**src/rtl/div_pkg.sv**
```systemverilog
// Shared definitions for the byte divider: default operand width and FSM states.
package div_pkg;

  localparam int DIV_WIDTH = 8;

  typedef enum logic [1:0] {
    IDLE,
    RUN,
    FIN
  } divState_e;

endpackage

```
**src/rtl/trial_sub.sv**
```systemverilog
// Trial subtractor for one restoring-division step: difference plus a borrow
// that marks the trial result as negative (divisor did not fit).
module trial_sub
  import div_pkg::*;
#(
  parameter int WIDTH = DIV_WIDTH
) (
  input  logic [WIDTH:0] minuend,
  input  logic [WIDTH:0] subtrahend,
  output logic [WIDTH:0] diff,
  output logic           neg
);

  logic [WIDTH+1:0] full;

  assign full = {1'b0, minuend} - {1'b0, subtrahend};
  assign diff = full[WIDTH:0];
  assign neg  = full[WIDTH+1];

endmodule

```
**src/rtl/byte_divider.sv**
```systemverilog
// Unsigned restoring divider, one quotient bit per cycle, MSB first.
//
//   state | meaning
//   ------+-------------------------------------------------------------
//   IDLE  | waiting for START; Q/R/DZ hold the last result
//   RUN   | WIDTH shift-subtract iterations, BUSY high
//   FIN   | one-cycle DONE pulse; a new START may be accepted here
module byte_divider
  import div_pkg::*;
#(
  parameter int WIDTH = DIV_WIDTH
) (
  input  logic             CLK,
  input  logic             RST,
  input  logic             START,
  input  logic [WIDTH-1:0] A,
  input  logic [WIDTH-1:0] B,
  output logic             BUSY,
  output logic             DONE,
  output logic [WIDTH-1:0] Q,
  output logic [WIDTH-1:0] R,
  output logic             DZ
);

  localparam int CntW = $clog2(WIDTH) + 1;

  divState_e        state;
  divState_e        stateNext;
  logic             accept;
  logic             divZero;
  logic             lastIter;
  logic [CntW-1:0]  iterCnt;
  logic [WIDTH-1:0] divisor;

  // {partial remainder (WIDTH+1 bits), dividend/quotient (WIDTH bits)}
  logic [2*WIDTH:0] work;
  logic [2*WIDTH:0] workSh;
  logic [2*WIDTH:0] workNext;
  logic [WIDTH:0]   trialDiff;
  logic             trialNeg;

  assign divZero  = (B == '0);
  assign lastIter = (iterCnt == CntW'(WIDTH - 1));
  assign workSh   = work << 1;

  trial_sub #(.WIDTH(WIDTH)) uTrialSub (
    .minuend   (workSh[2*WIDTH:WIDTH]),
    .subtrahend({1'b0, divisor}),
    .diff      (trialDiff),
    .neg       (trialNeg)
  );

  // One iteration: keep the trial remainder if it fits, shift in the quotient bit
  always_comb begin
    workNext = workSh;
    if (!trialNeg) begin
      workNext[2*WIDTH:WIDTH] = trialDiff;
    end
    workNext[0] = ~trialNeg;
  end

  // Next-state, handshake outputs and START acceptance
  always_comb begin
    stateNext = state;
    BUSY      = 1'b0;
    DONE      = 1'b0;
    accept    = 1'b0;
    case (state)
      IDLE: accept = START;
      RUN: begin
        BUSY = 1'b1;
        if (lastIter) stateNext = FIN;
      end
      FIN: begin
        DONE      = 1'b1;
        stateNext = IDLE;
        accept    = START;
      end
      default: stateNext = IDLE;
    endcase
    // A zero divisor needs no iterations and reports straight away
    if (accept) stateNext = divZero ? FIN : RUN;
  end

  // State register
  always_ff @(posedge CLK) begin
    if (RST) state <= IDLE;
    else     state <= stateNext;
  end

  // Iteration counter, restarted on every accepted request
  always_ff @(posedge CLK) begin
    if (RST)                iterCnt <= '0;
    else if (accept)        iterCnt <= '0;
    else if (state == RUN)  iterCnt <= iterCnt + 1'b1;
  end

  // Datapath: operands are captured once so later A/B changes are ignored
  always_ff @(posedge CLK) begin
    if (RST) begin
      work    <= '0;
      divisor <= '0;
    end else if (accept) begin
      work    <= {{(WIDTH + 1){1'b0}}, A};
      divisor <= B;
    end else if (state == RUN) begin
      work    <= workNext;
    end
  end

  // Result registers: loaded on the final iteration or directly for divide-by-zero
  always_ff @(posedge CLK) begin
    if (RST) begin
      Q  <= '0;
      R  <= '0;
      DZ <= 1'b0;
    end else if (accept) begin
      if (divZero) begin
        Q  <= '1;
        R  <= A;
        DZ <= 1'b1;
      end else begin
        DZ <= 1'b0;
      end
    end else if (state == RUN && lastIter) begin
      Q <= workNext[WIDTH-1:0];
      R <= workNext[2*WIDTH-1:WIDTH];
    end
  end

endmodule

```
**config.mk**
```make
export PLATFORM = sky130hd
export DESIGN_NAME = byte_divider
export DESIGN_NICKNAME = d
export VERILOG_FILES = /design/src/rtl/div_pkg.sv /design/src/rtl/trial_sub.sv /design/src/rtl/byte_divider.sv
export SDC_FILE = /design/constraint.sdc
export NUM_CORES = 1
export LEC_CHECK = 0
export BUFFER_PORTS_ARGS = -buffer_cell sky130_fd_sc_hd__buf_2
export CAP_MARGIN = 5
export CORE_UTILIZATION = 40
export CTS_CLUSTER_DIAMETER = 40
export DETAILED_ROUTE_END_ITERATION = 10
export PLACE_DENSITY = 0.61
export SYNTH_ARGS = -nofsm -noshare
export SYNTH_HDL_FRONTEND = slang
export SYNTH_SLANG_ARGS = --single-unit
```
**constraint.sdc**
```tcl
create_clock -name CLK -period 2.2 [get_ports CLK]
set_input_delay 0.11 -clock CLK [delete_from_list [all_inputs] [get_ports CLK]]
set_output_delay 0.11 -clock CLK [all_outputs]
set_load 0.03 [all_outputs]
```
==> results of run 1 <==
[power by group]
group	switching (mW)	total [mW]	leakage, nW	internal (mW)
Combinational	0.243	0.427	0.646	0.184
Sequential	0.0236	0.906	0.383	0.882
Clock	0.324	0.667	0.0548	0.343
[layout make-up]
class                   instances  area [µm²]  area share [%]
clock buffers                   5       68.82           2.570
clock inverters                 3       46.29           1.729
inverters                      11       41.29           1.542
multi-input cells             193        1231           45.98
flip-flops and latches         47       942.2           35.19
well taps                      70       87.58           3.271
repair buffers                 47       260.3           9.720
[what timing repair did]
item                                    4_1_cts  5_1_grt
resized for setup                             0        9
buffers inserted                              0        2
endpoints found under the setup margin        0        4
hold endpoints to repair                      0        0
[cells in the final DEF, fill, tap and decap left out, drive strengths merged, types with 2 or more instances in the layout]
cell type,n
nor2,23
nand2,34
nand3,5
clkbuf,5
mux2i,3
a21oi,28
a211oi,3
mux2,2
or2,2
xor2,4
nor4,2
a21o,2
o311a,2
a22oi,16
ha,9
inv,12
buf,47
dfxtp,47
o22ai,5
nand4,2
or3,4
xnor2,2
a31oi,2
nor3,17
o21ai,9
nor2b,3
nand2b,5
o21a,2
[state kept, by name, summed over array words and instances, names as in the netlist]
| signal | flops |
|---|---|
| DZ | 1 |
| Q | 8 |
| R | 8 |
| divisor | 8 |
| iterCnt | 4 |
| state | 2 |
| work | 16 |
[stage by stage]
step	power, mW	instances	TNS (ns)	hold WS [ns]	setup WS [ns]
detailed placement	1.303	366	0	0.3711	0.1375
finish	2.000	376	0	0.05326	0.1026
global placement	1.300	366	0	0.3659	0.1854
floorplan	1.210	264	0	0.2460	0.2976
CTS	1.961	374	0	0.04658	0.1027
global route	2.088	376	-0.001275	0.06843	-0.001275
[path summary, 6_finish.rpt]
kind	slack, ns	start	cells after the start	to
worst max-delay path	0.10	divisor[1]	8	R[1]
worst max register to register	0.10	divisor[1]	8	R[1]
worst min register to register	0.46	divisor[6]	2	divisor[6]
worst min-delay path	0.05	B[3]	3	divisor[3]
[worst min-delay path, stage by stage]
cell     delay (ns)
buf_2          0.10
nand2_1        0.05
a21oi_1        0.05
[kinds of logic after synthesis]
group | Yosys count | share of synthesized area (%)
flip-flops | 47 | 42.34
AO/OA/AOI/OAI | 73 | 22.18
multiplexers | 5 | 2.365
XOR/XNOR | 6 | 2.365
buffers and inverters | 24 | 4.167
AND/OR/NAND/NOR | 99 | 20.61
adder cells (fa/ha/maj) | 10 | 5.969
[per-layer routing]
metal / share of wire, % / vias to the layer above / track usage, % / wire length (µm)
met3: 4.4 / 2 / 3.234 / 238
li1: - / 1019 / - / -
met2: 48 / 47 / 33.78 / 2588
met4: 0.26 / 0 / 4.038 / 14
met1: 47 / 958 / 24.89 / 2561
met5: 0 / - / 0 / 0
==> impl_metrics.toml, run 1 <==
[routing]
first_pass_iters = 4
viasPerCell = 5.388
wirelength_um = 5403
vias = 2026
drt-initial-drc-count = 136
drc = 0
post_drt_wl_per_cell_um = 14.37
ant_nets = 0

[placed_design]
place_area_um2 = 2504
hpwl_um = 3894
io_buffer_count = 37
place_congestion = 0.7783

[yosys]
synth_seq_cells = 47
synth_fp_nets = 293
synth_top_cell_by_area = "dfxtp_1"
synth_cells = 264
synthFlopType = "dfxtp_1"
synth_edf_count = 0
syn_area_per_cell_um2 = 8.417
yosysTopAreaCellShare_pct = 42.34
syn_area_um2 = 2222
synth_cell_types = 42
synthTopCellsByCount = "dfxtp_1, nand2_1, a21oi_1, nor2_1, nor3_1"
netlist_top_cells_area = "dfxtp_1, a21oi_1, nand2_1"
synthArstFlopShare_pct = 0
yosysWarnings = 0
synth.most_common_cell = "dfxtp_1"
yosysSeqAreaShare_pct = 42.34

[floorplanning]
core_area_um2 = 5238
start_util_pct = 42.43
io_pins = 38
die_w_um = 76.54
die-area_um2 = 5858
rows = 26
dieHeight_um = 76.54

[global_routing]
antenna_found_initial = 0
grt_first_pass_wirelength_um = 9170
overflow = 0
grt_max_degree = 39
grt_pass1_vias = 1950
grtUsageTotal_pct = 19.34

[critical_path]
endpoint_kind = "register"
cp_top_family = "compound AO/OA/AOI/OAI gates"
cpPeakStageDelay_ns = 0.36
criticalPathCategory = "reg -> reg"
start_kind = "register"
crit_slowest_cell = "dfxtp_2"
cp_max_fo = 8
cp.required_ns = 2.42
path_cells = "inv_1, ha_1, nand2b_4, a211oi_4, nor2_4, o21ai_4, mux2_4, o22ai_2"
critPathArrivalTime_ns = 2.32
worst-path-buf-inv = 1

[clock_tree]
cts_tree = "done"
cts.sinks = 47
path_clk_slew_ns = 0.09
cts_hold_buffers = 0
cts_buffers = 5
cts-root-buf = "clkbuf_8"
h-tree-depth = 2
clk_latency_ns = 0.31
cts_buffer_depth = 2

[timing]
fmax_ghz = 0.4768
setup_viol = 0
final.min_clock_period_ns = 2.097
period_share_pct = 95.34
fin_worst_skew_ns = 0.01161
hold_viol = 0
max_slew_margin_pct = 51.65
worst_pin_slew_ns = 0.7252
drv_slew = 0

[cells_and_area]
fillerInstances = 524
drive_gt1_share_pct = 23.20
synthToLayoutAreaGrowth_pct = 20.50
antenna_cells = 0
nets = 334
fin_area_um2 = 2678
final_util_pct = 51.12

[flow_run]
cap_violations = 0

[power]
powerDensity_nw_per_um2 = 747.0
p_leak_nw = 1.083
ir_worst_vdd_mv = 0.3490

[hold_path]
hold_class = "in -> reg"

[run_status]
outcome = "finished, final reports clean"
Note: power is estimated with default switching activity, not from simulation.
==> run 2: changes to the inputs <==
Settings changed: PLACE_DENSITY 0.61 to unset.
==> impl_metrics.toml, run 2 (synthesis results as in run 1) <==
[cells_and_area]
final_common_cell = "dfxtp_1"
drive_gt1_share_pct = 20.98
antenna_cells = 0
largest_reg_flops = 16
layout_common_cells = "dfxtp_1, buf_2, nand2_1"
regMostFlops = "work"
fillerInstances = 539
synthToLayoutAreaGrowth_pct = 19.37
fin_area_um2 = 2653
nets = 333

[critical_path]
crit_path_end = "R[0]"
r2r_start = "work[7]"
cp.required_ns = 2.44
ff2ff_path_depth = 8
criticalPathCategory = "reg -> reg"
start_kind = "register"
r2r-end = "R[0]"
endpoint_kind = "register"
critPathArrivalTime_ns = 2.27
cp_max_fo = 7
cp-startpoint = "work[7]"
rrSetupSlack_ns = 0.17

[clock_tree]
path_clk_slew_ns = 0.09
clk_latency_ns = 0.31
cts_buffer_depth = 2
cts_buffers = 5
h-tree-depth = 2
cts-root-buf = "clkbuf_8"
cts_tree = "done"
cts.sinks = 47

[timing]
setup_viol = 0
fin_worst_skew_ns = 0.007052
hold_viol = 0
worst_pin_slew_ns = 0.5916
final.min_clock_period_ns = 2.032
rsz0062_at_grt = "false"
drv_slew = 0
worst_slack_ns = 0.1678
fin_tns_setup_ns = 0
max_slew_margin_pct = 60.41
period_share_pct = 92.37
fmax_ghz = 0.4921

[placed_design]
hpwl_um = 4018
dp_worst_setup_slack_ns = 0.1576
place_congestion = 0.8284
place_area_um2 = 2504
io_buffer_count = 37

[hold_path]
hold_start = "B[3]"
hold_class = "in -> reg"

[routing]
ant_nets = 0
drt-initial-drc-count = 146
drc = 0
vias = 1999
wirelength_um = 5412
first_pass_iters = 4
post_drt_wl_per_cell_um = 14.43
viasPerCell = 5.331

[global_routing]
grt_first_pass_wirelength_um = 9625
antenna_found_initial = 0
overflow = 0
grt_pass1_vias = 2056
grtUsageTotal_pct = 20.77
grt_max_degree = 21

[power]
powerDensity_nw_per_um2 = 783.6
p_leak_nw = 1.080
ir_worst_vdd_mv = 0.3660

[floorplanning]
io_pins = 38
dieHeight_um = 76.54
die-area_um2 = 5858
start_util_pct = 42.43
rows = 26
core_area_um2 = 5238
die_w_um = 76.54

[run_status]
outcome = "finished, final reports clean"

[flow_run]
cap_violations = 0
==> run 2: cell count changes in the layout (fill, tap and decap cells not counted), sizes merged <==
cell and change:
buf -1, clkinvlp -1, bufinv +1
==> run 2: report_power, final <==
group	internal, mW	switching (mW)
registers	0.882	0.0239
clock network	0.461	0.319
logic	0.162	0.230
total	1.51	0.573
==> run 2: worst min path at each step <==
| stage | depth (start not counted) | end |
|---|---|---|
| after CTS | 3 | divisor[3] |
| after global placement | 3 | divisor[7] |
| after global routing | 3 | divisor[1] |
| final | 3 | divisor[3] |
| after detailed placement | 3 | divisor[3] |
| after floorplan | 2 | divisor[2] |
==> run 2: final cells by class <==
type | instances | area (µm²) | share of cell area, %
multi-input cells | 193 | 1189 | 44.81
clock buffers | 5 | 68.82 | 2.594
well taps | 70 | 87.58 | 3.302
repair buffers | 46 | 252.7 | 9.528
flip-flops and latches | 47 | 942.2 | 35.52
clock inverters | 3 | 71.32 | 2.689
inverters | 11 | 41.29 | 1.557
==> run 2: timing repair <==
action	CTS	global route
buffers inserted	0	1
endpoints found under the setup margin	0	2
resized for setup	0	1
hold buffers	0	0
==> run 2: stage by stage <==
| stage | cells | power, mW | utilization [%] | hold WS [ns] |
|---|---|---|---|---|
| floorplan | 264 | 1.210 | - | 0.2460 |
| global placement | 366 | 1.303 | 47.80 | 0.3635 |
| detailed placement | 366 | 1.308 | 47.80 | 0.3680 |
| CTS | 374 | 2.089 | 50.48 | 0.03403 |
| global route | 375 | 2.169 | 50.64 | 0.05351 |
| finish | 375 | 2.079 | 50.64 | 0.04259 |
==> run 2: critical path, cell delays in order, from the launching register on <==
cell and delay [ns]:
dfxtp_1 0.34, inv_1 0.06, ha_1 0.19, nand2b_1 0.19, a211oi_4 0.26, nor2_2 0.10
o21ai_4 0.28, mux2_1 0.38, o22ai_1 0.16
==> run 2: per-layer routing <==
metal,global-route usage [%],vias to the layer above,routed length [µm]
met2,35.50,40,2565
met5,0,-,0
met3,4.072,8,195
met4,7.885,0,101
met1,25.65,938,2549
li1,-,1013,-
==> run 3: changes to the inputs <==
Settings changed: REMOVE_ABC_BUFFERS set to 1.
==> impl_metrics.toml, run 3 (synthesis results as in run 1) <==
[routing]
viasPerCell = 5.426
drt-initial-drc-count = 127
ant_nets = 0
met1_length_um = 2587
post_drt_wl_per_cell_um = 14.16
first_pass_iters = 4
routed.top_layer = "met4"
met2_length_um = 2440
drc = 0
wl_met3_um = 220
vias = 2051
wirelength_um = 5351

[power]
ir_worst_vdd_mv = 0.4118
p_leak_nw = 1.083
power.total_mw = 1.970
powerDensity_nw_per_um2 = 744.4

[cells_and_area]
fin_area_um2 = 2646
largest_reg_flops = 16
regMostFlops = "work"
antenna_cells = 0
layout_common_cells = "dfxtp_1, buf_2, nand2_1"
final_common_cell = "dfxtp_1"
drive_gt1_share_pct = 21.43
stdcell_count = 378
nets = 336
synthToLayoutAreaGrowth_pct = 19.09

[hold_path]
whs_endpoint = "divisor[0]"
hold-path-cell-count = 3
hold_start = "B[0]"
hold_class = "in -> reg"

[global_routing]
grt_max_degree = 25
grtUsageTotal_pct = 19.56
antenna_found_initial = 0
grt_pass1_vias = 1949
grt_first_pass_wirelength_um = 9101
overflow = 0

[timing]
max_slew_margin_pct = 61.75
worst_slack_ns = 0.1235
drv_slew = 0
hold_viol = 0
fin_worst_skew_ns = 0.008197
setup_viol = 0
period_share_pct = 94.39
fin_tns_setup_ns = 0
final.min_clock_period_ns = 2.077
fmax_ghz = 0.4816
rsz0062_at_grt = "false"
worst_pin_slew_ns = 0.5716

[clock_tree]
cts_hold_buffers = 0
cts.sinks = 47
cts_tree = "done"
cts-root-buf = "clkbuf_8"
h-tree-depth = 2
cts_buffer_depth = 2
clk_latency_ns = 0.30
path_clk_slew_ns = 0.09
cts_buffers = 5

[flow_run]
cap_violations = 0

[placed_design]
dp_worst_setup_slack_ns = 0.1564
hpwl_um = 3896
place_area_um2 = 2504
dpl.cell_count = 366
io_buffer_count = 37
place_congestion = 0.8049

[floorplanning]
rows = 26
core_area_um2 = 5238
die_w_um = 76.54
start_util_pct = 42.43
io_pins = 38
dieHeight_um = 76.54
die-area_um2 = 5858

[critical_path]
r2r-end = "R[1]"
cp_max_fo = 7
criticalPathCategory = "reg -> reg"
rrSetupSlack_ns = 0.12
path_cells = "inv_1, ha_1, nand2b_1, a211oi_4, nor2_2, o21ai_4, mux2_1, o22ai_1"
cp.required_ns = 2.44
critPathArrivalTime_ns = 2.31
endpoint_kind = "register"
cpPeakStageDelay_ns = 0.39
r2r_start = "work[7]"
start_kind = "register"
cp_top_family = "compound AO/OA/AOI/OAI gates"
ff2ff_path_depth = 8
crit_slowest_cell = "mux2_1"
worst-path-buf-inv = 1
path_depth = 8

[run_status]
outcome = "finished, final reports clean"
## run 3: power by group
part	internal (mW)	switching, mW
registers	0.882	0.0237
clock network	0.339	0.304
logic	0.184	0.238
total	1.40	0.565
## run 3: stage by stage
stage / util (%) / hold WS (ns)
6_report: 50.53 / 0.05356
5_1_grt: 50.53 / 0.05612
2_1_floorplan: - / 0.1762
3_5_place_dp: 47.80 / 0.3726
4_1_cts: 49.95 / 0.04427
3_3_place_gp: 47.80 / 0.3701
## run 3: worst max path at each step
stage                           from  endpoint  slack [ns]
after global placement    divisor[1]      R[1]        0.20
after global routing      divisor[1]      R[3]        0.01
after CTS                 divisor[1]      R[1]        0.13
final                        work[7]      R[1]        0.12
after floorplan           divisor[1]      R[0]        0.30
after detailed placement  divisor[1]      R[1]        0.16
## run 3: final cells by class
| class | count | area (µm²) |
|---|---|---|
| well taps | 70 | 87.58 |
| flip-flops and latches | 47 | 940.9 |
| fillers | 517 | 2591 |
| multi-input cells | 193 | 1189 |
| clock buffers | 5 | 68.82 |
| clock inverters | 3 | 43.79 |
| repair buffers | 49 | 275.3 |
| inverters | 11 | 41.29 |
## run 3: what timing repair did
| item | CTS | global route |
|---|---|---|
| hold endpoints to repair | 0 | 0 |
| setup buffers | 0 | 4 |
| setup endpoints to repair | 0 | 1 |
| resized for setup | 0 | 0 |
## run 3: routing by layer
| layer | global-route usage (%) | vias to the layer above |
|---|---|---|
| met1 | 25.30 | 969 |
| met3 | 3.832 | 11 |
| li1 | - | 1017 |
| met5 | 0 | - |
| met4 | 8.269 | 0 |
| met2 | 31.62 | 54 |
## run 3: worst reg2reg max path, stage by stage, from the launching register on
cell and delay, ns:
dfxtp_1 0.34, inv_1 0.06, ha_1 0.20, nand2b_1 0.20, a211oi_4 0.27, nor2_2 0.10, o21ai_4 0.28, mux2_1 0.40
o22ai_1 0.17
